--- src/rtl/q_pkg.sv ---
// Shared types and default sizing for the q engine dispatch path.
package q_pkg;

    localparam int Q_ENGINES_N = 4;
    localparam int Q_ID_W      = 8;
    localparam int Q_OP_W      = 4;

    // One upstream command as carried on the dispatch interface.
    typedef struct packed {
        logic [Q_ID_W-1:0] id;
        logic [Q_OP_W-1:0] op;
    } cmd_t;

    // Dispatch control: RUN accepts work; DRAIN waits for the array to empty;
    // DRAINED holds the array quiet until the request is withdrawn.
    typedef enum logic [1:0] {
        ST_RUN,
        ST_DRAIN,
        ST_DRAINED
    } disp_state_e;

endpackage

--- src/rtl/q_rr_pick.sv ---
// Combinational round-robin first-idle picker: searches the idle vector
// starting at rr_ptr and wrapping, returns one-hot grant, index and found flag.
module q_rr_pick #(
    parameter int N     = 4,
    parameter int IDX_W = (N > 1) ? $clog2(N) : 1
) (
    input  logic [N-1:0]     idle,
    input  logic [IDX_W-1:0] rr_ptr,
    output logic [N-1:0]     gnt_oh,
    output logic [IDX_W-1:0] gnt_idx,
    output logic             found
);

    // Walk the N positions from rr_ptr upward; the first idle one wins.
    always_comb begin
        int                pos;
        logic [IDX_W-1:0]  p_idx;
        gnt_oh  = '0;
        gnt_idx = '0;
        found   = 1'b0;
        pos     = 0;
        p_idx   = '0;
        for (int k = 0; k < N; k++) begin
            pos = int'(rr_ptr) + k;
            if (pos >= N) pos = pos - N;
            p_idx = IDX_W'(pos);
            if (!found && idle[p_idx]) begin
                found         = 1'b1;
                gnt_oh[p_idx] = 1'b1;
                gnt_idx       = p_idx;
            end
        end
    end

endmodule

--- src/rtl/q_eng_dispatch.sv ---
// Engine dispatch: accepts commands, issues each to one idle engine chosen
// round-robin, tracks per-engine busy until done, and supports quiesce.
module q_eng_dispatch
    import q_pkg::*;
#(
    parameter  int ENGINES_N = Q_ENGINES_N,
    parameter  int ID_W      = Q_ID_W,
    parameter  int OP_W      = Q_OP_W,
    localparam int IDX_W     = (ENGINES_N > 1) ? $clog2(ENGINES_N) : 1,
    localparam int CNT_W     = $clog2(ENGINES_N + 1)
) (
    input  logic                 clk,
    input  logic                 arst_n,
    input  logic                 cmd_vld,
    input  logic [ID_W-1:0]      cmd_id,
    input  logic [OP_W-1:0]      cmd_op,
    output logic                 cmd_rdy,
    output logic [ENGINES_N-1:0] eng_issue_vld,
    output logic [ID_W-1:0]      eng_issue_id,
    output logic [OP_W-1:0]      eng_issue_op,
    input  logic [ENGINES_N-1:0] eng_done,
    input  logic                 drain_req,
    output logic                 drained,
    output logic [CNT_W-1:0]     inflight,
    output logic                 err
);

    disp_state_e          state_q, state_d;
    logic [ENGINES_N-1:0] busy_q;
    logic [ENGINES_N-1:0] issue_vld_q;
    logic [IDX_W-1:0]     rr_ptr_q;
    logic [ID_W-1:0]      issue_id_q;
    logic [OP_W-1:0]      issue_op_q;
    logic [CNT_W-1:0]     inflight_q;
    logic                 err_q;
    logic                 drained_q, drained_d;

    logic [ENGINES_N-1:0] idle;
    logic [ENGINES_N-1:0] gnt_oh;
    logic [IDX_W-1:0]     gnt_idx;
    logic [IDX_W-1:0]     rr_ptr_nxt;
    logic                 found;
    logic                 accept;
    logic [ENGINES_N-1:0] done_ok;
    logic [ENGINES_N-1:0] done_bad;
    logic [CNT_W-1:0]     n_done;

    assign idle = ~busy_q;

    q_rr_pick #(
        .N     (ENGINES_N),
        .IDX_W (IDX_W)
    ) u_pick (
        .idle    (idle),
        .rr_ptr  (rr_ptr_q),
        .gnt_oh  (gnt_oh),
        .gnt_idx (gnt_idx),
        .found   (found)
    );

    assign accept     = cmd_vld & cmd_rdy;
    // A done only counts against an engine that is actually busy; anything
    // else is a protocol error and must not disturb the bookkeeping.
    assign done_ok    = eng_done & busy_q;
    assign done_bad   = eng_done & ~busy_q;
    assign rr_ptr_nxt = (gnt_idx == IDX_W'(ENGINES_N - 1)) ? '0 : gnt_idx + IDX_W'(1);

    // Number of legitimate completions this cycle.
    always_comb begin
        n_done = '0;
        for (int i = 0; i < ENGINES_N; i++) begin
            if (done_ok[i]) n_done = n_done + CNT_W'(1);
        end
    end

    // FSM state register.
    always_ff @(posedge clk or negedge arst_n) begin
        if (!arst_n) state_q <= ST_RUN;
        else         state_q <= state_d;
    end

    // FSM next state; withdrawing drain_req always wins over reaching idle.
    always_comb begin
        state_d = state_q;
        case (state_q)
            ST_RUN:     if (drain_req) state_d = ST_DRAIN;
            ST_DRAIN: begin
                if (!drain_req)                                   state_d = ST_RUN;
                else if (busy_q == '0 && issue_vld_q == '0)       state_d = ST_DRAINED;
            end
            ST_DRAINED: if (!drain_req) state_d = ST_RUN;
            default:    state_d = ST_RUN;
        endcase
    end

    // FSM outputs; cmd_rdy looks only at registered state, never cmd_vld.
    always_comb begin
        cmd_rdy   = (state_q == ST_RUN) && found;
        drained_d = (state_d == ST_DRAINED);
    end

    // drained is registered so it lines up with the DRAINED state itself.
    always_ff @(posedge clk or negedge arst_n) begin
        if (!arst_n) drained_q <= 1'b0;
        else         drained_q <= drained_d;
    end

    // Busy/issue/pointer/counter datapath; issue fields hold when idle.
    always_ff @(posedge clk or negedge arst_n) begin
        if (!arst_n) begin
            busy_q      <= '0;
            issue_vld_q <= '0;
            rr_ptr_q    <= '0;
            issue_id_q  <= '0;
            issue_op_q  <= '0;
            inflight_q  <= '0;
            err_q       <= 1'b0;
        end else begin
            busy_q      <= (busy_q & ~done_ok) | (accept ? gnt_oh : '0);
            issue_vld_q <= accept ? gnt_oh : '0;
            inflight_q  <= inflight_q + CNT_W'(accept) - n_done;
            err_q       <= err_q | (|done_bad);
            if (accept) begin
                issue_id_q <= cmd_id;
                issue_op_q <= cmd_op;
                rr_ptr_q   <= rr_ptr_nxt;
            end
        end
    end

    assign eng_issue_vld = issue_vld_q;
    assign eng_issue_id  = issue_id_q;
    assign eng_issue_op  = issue_op_q;
    assign inflight      = inflight_q;
    assign err           = err_q;
    assign drained       = drained_q;

endmodule

--- config.mk ---
export PLATFORM = sky130hd
export DESIGN_NAME = q_eng_dispatch
export DESIGN_NICKNAME = d
export VERILOG_FILES = /design/src/rtl/q_pkg.sv /design/src/rtl/q_rr_pick.sv /design/src/rtl/q_eng_dispatch.sv
export SDC_FILE = /design/constraint.sdc
export NUM_CORES = 1
export LEC_CHECK = 0
export CORE_ASPECT_RATIO = 2
export CORE_MARGIN = 2
export CORE_UTILIZATION = 45
export CTS_CLUSTER_DIAMETER = 150
export DETAILED_ROUTE_END_ITERATION = 16
export GPL_TIMING_DRIVEN = 0
export PLACE_DENSITY = 0.78
export SKIP_CTS_REPAIR_TIMING = 1
export SLEW_MARGIN = 20
export SYNTH_ARGS = -nofsm -noshare
export SYNTH_HDL_FRONTEND = slang
export SYNTH_SLANG_ARGS = --single-unit
--- constraint.sdc ---
create_clock -name clk -period 3.1 [get_ports clk]
set_input_delay 0.62 -clock clk [delete_from_list [all_inputs] [get_ports clk]]
set_output_delay 0.62 -clock clk [all_outputs]
set_load 0.02 [all_outputs]
==> results.sh <==
export IMPL_status="finished with violations"
export IMPL_violations="setup timing"
export IMPL_htreeDepth=2
export IMPL_critPathArrivalTime_ns=3.38
export IMPL_ios=42
export IMPL_cp_start_kind="register"
export IMPL_hold_violations=0
export IMPL_die_x_um=48.3
export IMPL_clockBufferDepth=2
export IMPL_core_area_sq_mm=0.00380
export IMPL_initial_core_util=0.463
export IMPL_clk_latency_ns=0.28
export IMPL_drive_gt1_frac=0.301
export IMPL_setup_viol=1
export IMPL_placedCellCount=238
export IMPL_dp_hpwl_um=3190
export IMPL_hold_path_class="in -> async"
export IMPL_syn_inst=146
export IMPL_root_buffer="clkbuf_8"
export IMPL_fin_crit_ns=3.18
export IMPL_antenna_cells=0
export IMPL_fill_cells=296
export IMPL_synth_cell_type_count=38
export IMPL_fin_tns_setup_ns=-0.0826
export IMPL_end_kind="register"
export IMPL_rows=32
export IMPL_die_area_sq_mm=0.00446
export IMPL_grt_ovfl_total=0
export IMPL_final_max_slew_violation_count=0
export IMPL_vias_per_cell=5.27
export IMPL_timing_critical_path_cells="inv_4 > ha_4 > mux4_2 > or3_4 > nand3_4 > buf_12 > ha_4 > inv_2 > ha_4 > inv_2 > fa_2 > xor2_2 > xnor2_1 > xnor2_1"
export IMPL_dr_pass1_iters=4
export IMPL_clk_pin_slew_ns=0.07
export IMPL_maxCapViolCount=0
export IMPL_setup_ws_ns=-0.0826
export IMPL_syn_num_nets=181
export IMPL_grt_usage=0.208
export IMPL_gp_congestion=0.875
export IMPL_grt_pass1_vias=1452
export IMPL_powerDensity_mw_per_mm2=1140
export IMPL_cts_tree="built"
export IMPL_synth_seq_cells=29
export IMPL_yosys_warnings=0
export IMPL_worstMarginPinSlew_ns=0.635
export IMPL_antenna_found_initial=0
export IMPL_vias=1371
export IMPL_layout_area_seq_sq_um=728
export IMPL_multiInputGateArea_sq_mm=0.00101
export IMPL_cts_sinks=29
export IMPL_reg2reg_slack_ns=-0.08
export IMPL_peakVddDrop_uv=646
export IMPL_syn_area_sq_mm=0.00176
export IMPL_grt_pass1_wl_um=6690
export IMPL_fin_cells=260
export IMPL_crit_path_max_incr_delay_ns=0.47
export IMPL_worst_ep_required_time_ns=3.30
export IMPL_io_buffers=41
export IMPL_grt_max_degree=30
export IMPL_drcViolationCount=0
export IMPL_wl_per_cell_um=16.0
export IMPL_totalWireLength_um=4170
export IMPL_crit_fanout=7
export IMPL_fmax_mhz=314
export IMPL_crit_type="reg -> reg"
export IMPL_cp_slowest_cell="dfrtp_2"
export IMPL_p_leak_nw=1.09
export IMPL_die_y_um=92.5
export IMPL_final_period_utilization=1.03
export IMPL_ys_seq_area_frac=0.412
export IMPL_final_antenna_net_count=0
export IMPL_syn2layout_area_growth_pct=41.2
export IMPL_fin_nets=243
export IMPL_crit_path_frequent_cell="ha_4"
export IMPL_maxSlewHeadroom=0.577
export IMPL_finClkSkew_ns=0.00480
export IMPL_drtIter0Drc=63
export IMPL_cts_made_buffers=5
export IMPL_syn_area_per_cell_sq_um=12.1
export IMPL_rsz0062_at_grt="true"
metal layers:
metal / track usage / share of wire / vias up
met4: 0.117 / 0.042 / 0
met3: 0.0292 / 0.020 / 12
met1: 0.218 / 0.36 / 674
li1: - / - / 653
met5: 0 / 0 / -
met2: 0.359 / 0.58 / 32
worst max-delay path, delay by kind of cell (launching register included):
family,cells,cell delay (ns)
flops,1,0.47
buf+inv,4,0.29
fa+ha+maj,4,0.97
simple gates,2,0.50
mux,1,0.38
xor+xnor,3,0.49
path summary, 6_finish.rpt:
path                              from           to  cells after the start
setup / recovery           rr_ptr_q[1]  inflight[2]                     14
hold / removal                  arst_n  inflight[2]                      1
setup reg to reg           rr_ptr_q[1]  inflight[2]                     14
hold reg to reg                    err          err                      2
max in group asynchronous       arst_n    async pin                      1
min in group clk                   err          err                      2
stage by stage:
step | hold slack [ns] | power (mW) | setup WS (ns) | instance area, sq um | util
2_1_floorplan | 0.324 | 1.85 | -0.0573 | 1810 | -
3_3_place_gp | 0.454 | 2.33 | -0.296 | 2280 | 0.601
3_5_place_dp | 0.471 | 2.39 | -0.313 | 2280 | 0.599
4_1_cts | 0.380 | 2.71 | -0.325 | 2370 | 0.622
5_1_grt | 0.410 | 3.04 | -0.220 | 2490 | 0.654
6_report | 0.358 | 2.85 | -0.0826 | 2490 | 0.654
cell type report:
type,count,area share
timing repair buffer,55,0.206
multi-input combinational,101,0.405
tap,51,0.0256
inverter,13,0.0216
clock inverter,3,0.00704
buffer,3,0.0146
sequential,29,0.293
clock buffer,5,0.0277
kinds of logic (layout without fill, tap and decap cells):
group	Yosys count	after routing	share of synthesized area
simple gates	32	32	0.101
fa+ha+maj	15	15	0.111
buf+inv	16	79	0.0483
xor+xnor	8	8	0.0397
flops	29	29	0.412
mux	19	19	0.166
compound gates	27	27	0.122
where the power goes:
group          total [mW]  switching, mW  internal [mW]
registers           0.714          0.154          0.561
logic                1.83          0.873          0.962
clock network       0.301          0.147          0.154
total                2.85           1.17           1.68
cell usage in the layout (no fill, tap or decap), types with 3 or more instances in the layout:
| cell | instances |
|---|---|
| dfrtp_1 | 27 |
| mux2i_1 | 3 |
| nor2_1 | 10 |
| a21oi_1 | 4 |
| ha_4 | 3 |
| mux4_1 | 3 |
| inv_2 | 6 |
| inv_1 | 5 |
| a222oi_1 | 5 |
| o21ai_0 | 4 |
| o21bai_1 | 4 |
| xnor2_1 | 5 |
| nand2_1 | 9 |
| a211oi_2 | 3 |
| clkdlybuf4s50_1 | 39 |
| ha_1 | 11 |
| clkbuf_8 | 5 |
| mux2_2 | 5 |
| buf_4 | 14 |
| mux2_4 | 7 |
synth_stat cells (all sizes together):
cell	n	area, sq um
ha	14	175
nand2b	2	20.0
nand4	1	6.26
xnor2	6	52.6
and2b	1	8.76
a211oi	5	52.6
xor2	2	17.5
nor2	10	37.5
or3	1	11.3
and2	3	20.0
fa	1	20.0
o21ai	4	20.0
nand3	3	27.5
buf	3	36.3
a21oi	4	20.0
mux2i	3	30.0
a22oi	1	7.51
a311oi	1	8.76
nand2	9	33.8
a41oi	1	8.76
inv	13	48.8
dfrtp	29	726
a221oi	2	17.5
a222oi	5	50.1
nor3	1	5.00
mux2	12	161
o21bai	4	30.0
nor4b	1	8.76
mux4	4	101
state kept, by name, summed over array words and instances, names as in the netlist, named ones only:
register / cells
eng_issue_id: 8
drained: 1
eng_issue_op: 4
rr_ptr_q: 1
inflight: 3
eng_issue_vld: 4
busy_q: 4
state_q: 2
err: 1
No activity file was read; power rests on OpenSTA's default activity.
==> RTL change: new RTL, same flow settings <==
Re-encode `disp_state_e` (3 states) as one-hot, 3 bits wide.
--- a/src/rtl/q_pkg.sv
+++ b/src/rtl/q_pkg.sv
@@ -13,10 +13,10 @@
 
     // Dispatch control: RUN accepts work; DRAIN waits for the array to empty;
     // DRAINED holds the array quiet until the request is withdrawn.
-    typedef enum logic [1:0] {
-        ST_RUN,
-        ST_DRAIN,
-        ST_DRAINED
+    typedef enum logic [2:0] {
+        ST_RUN     = 3'b001,
+        ST_DRAIN   = 3'b010,
+        ST_DRAINED = 3'b100
     } disp_state_e;
 
 endpackage
Check against the original RTL: same outputs for any inputs over 4 cycles, from zero or initial values and one cycle with arst_n low; so few cycles prove little.
==> RTL change against the unedited design <==
- the run still ends with setup timing left
- synthesized cell count rose by 10%
- sequential cell count rose by 1
- count of clock-buffer cells in the layout rose by 1
- area after synthesis rose by 7.2%
- utilization rose by 0.74 points
- clock skew rose by 0.0017 ns
- power rose by 2.6%
- final area rose by 7.6%
- worst setup slack improved by 0.060 ns
- sequential share of layout area fell by 1.1 points
- wire length rose by 19%
- critical endpoint unchanged
==> RTL change: results <==
status:
  status: "complete, but fails checks"
  failed_checks: "setup timing"
setup_path:
  cp-end-kind: "register"
  cp_max_fo: 5
  rr_worst_depth: 15
  arrival_ns: 3.29
pwr:
  ir_drop_mv: 0.635
  power_leakage_nw: 1.19
sta:
  setup_viol: 1
  skew_ns: 0.00646
  slew_headroom_pct: 55.7
  fin_hold_ws_ns: 0.367
  setup_tns_ns: -0.0223
  setup_ws_ns: -0.0223
placement:
  gp_congestion: 0.765
  place_area_sq_um: 2420
  dp_hpwl_mm: 3.64
  dpl_worst_slack_ns: -0.445
  dpl.cell_count: 254
cells_and_area:
  final_cells: 274
  fillers: 332
  diodes: 0
  nets: 256
  drive_above_1_share_pct: 31.1
  final_core_util_pct: 66.2
detailed_routing:
  routed_wirelength_mm: 4.94
  vias: 1534
  drtIter0Drc: 68
yosys:
  ys_top_cells_by_count: "dfrtp_1, inv_1, ha_1, mux2_4, nand2_1"
  yosys-top-cells-area: "dfrtp_1, ha_1, mux2_4, mux4_2, inv_1"
  synthAdderAreaFrac_pct: 10.3
  synth_xor_area_share_pct: 3.25
  synth_compound_area_share_pct: 13.7
  synthesis.nets: 196
  seq_area_frac_synth_pct: 39.8
  yosysUniqueCellTypes: 46
  synth_mux_area_share_pct: 15.8
  synth.avg_cell_area_sq_um: 11.7
global_routing:
  antenna_found_initial: 0
  grt_use_total_pct: 21.8
  grt_pass1_wl_mm: 7.78
  grt_max_degree: 31
  grt_pass1_vias: 1575
clocking:
  cts_buffer_depth: 2
  cts_buffers: 5
  path_clk_slew_ns: 0.07
  root_buffer: "clkbuf_8"
==> RTL change: changes by cell type after synthesis, moves of 4 or more <==
cell	unedited run	this run
o221a_2	0	4
o21ai_0	4	8
nor2_1	10	1
inv_1	9	18
a222oi_1	5	0
a22o_1	0	4
inv_2	4	0
==> RTL change: critical path, cell delays in order (launching register included) <==
cell and delay (ns):
dfrtp_2 0.43, clkinvlp_4 0.17, ha_4 0.33, mux4_2 0.39, nand4_4 0.10, and3_4 0.25, buf_12 0.13, inv_8 0.03
ha_4 0.21, inv_4 0.05, ha_4 0.11, inv_2 0.03, fa_2 0.34, xor2_2 0.17, xnor2_2 0.14, xnor2_1 0.12
==> RTL change: layout make-up <==
type	count	share of cell area (%)
plain buffers	6	2.66
clock buffers	6	3.08
clock inverters	2	0.467
inverters	19	3.64
multi-input cells	105	40.6
flip-flops and latches	30	28.2
well taps	52	2.43
repair buffers	54	19.0
==> RTL change: layer usage <==
layer  part of all wire [%]  track usage [%]  up-vias  wire (um)
met2                     57             41.9       51       2800
met4                    4.2             9.03        0        206
met3                    4.0             4.86       17        197
li1                       -                -      696          -
met1                     35             21.8      770       1730
met5                      0                0        -          0
==> RTL change: cell families (layout without fill, tap and decap cells) <==
logic type               count (synthesis)  in the layout
AO/OA/AOI/OAI                           34             34
flip-flops                              30             30
AND/OR/NAND/NOR                         29             29
buffers and inverters                   26             87
multiplexers                            20             20
adder cells (fa/ha/maj)                 15             15
XOR/XNOR                                 7              7
==> RTL change: power by group <==
part           internal, mW  leakage (nW)  switching, mW
combinational         0.976         0.779          0.929
clock                 0.178        0.0472          0.158
sequential            0.558         0.364          0.126
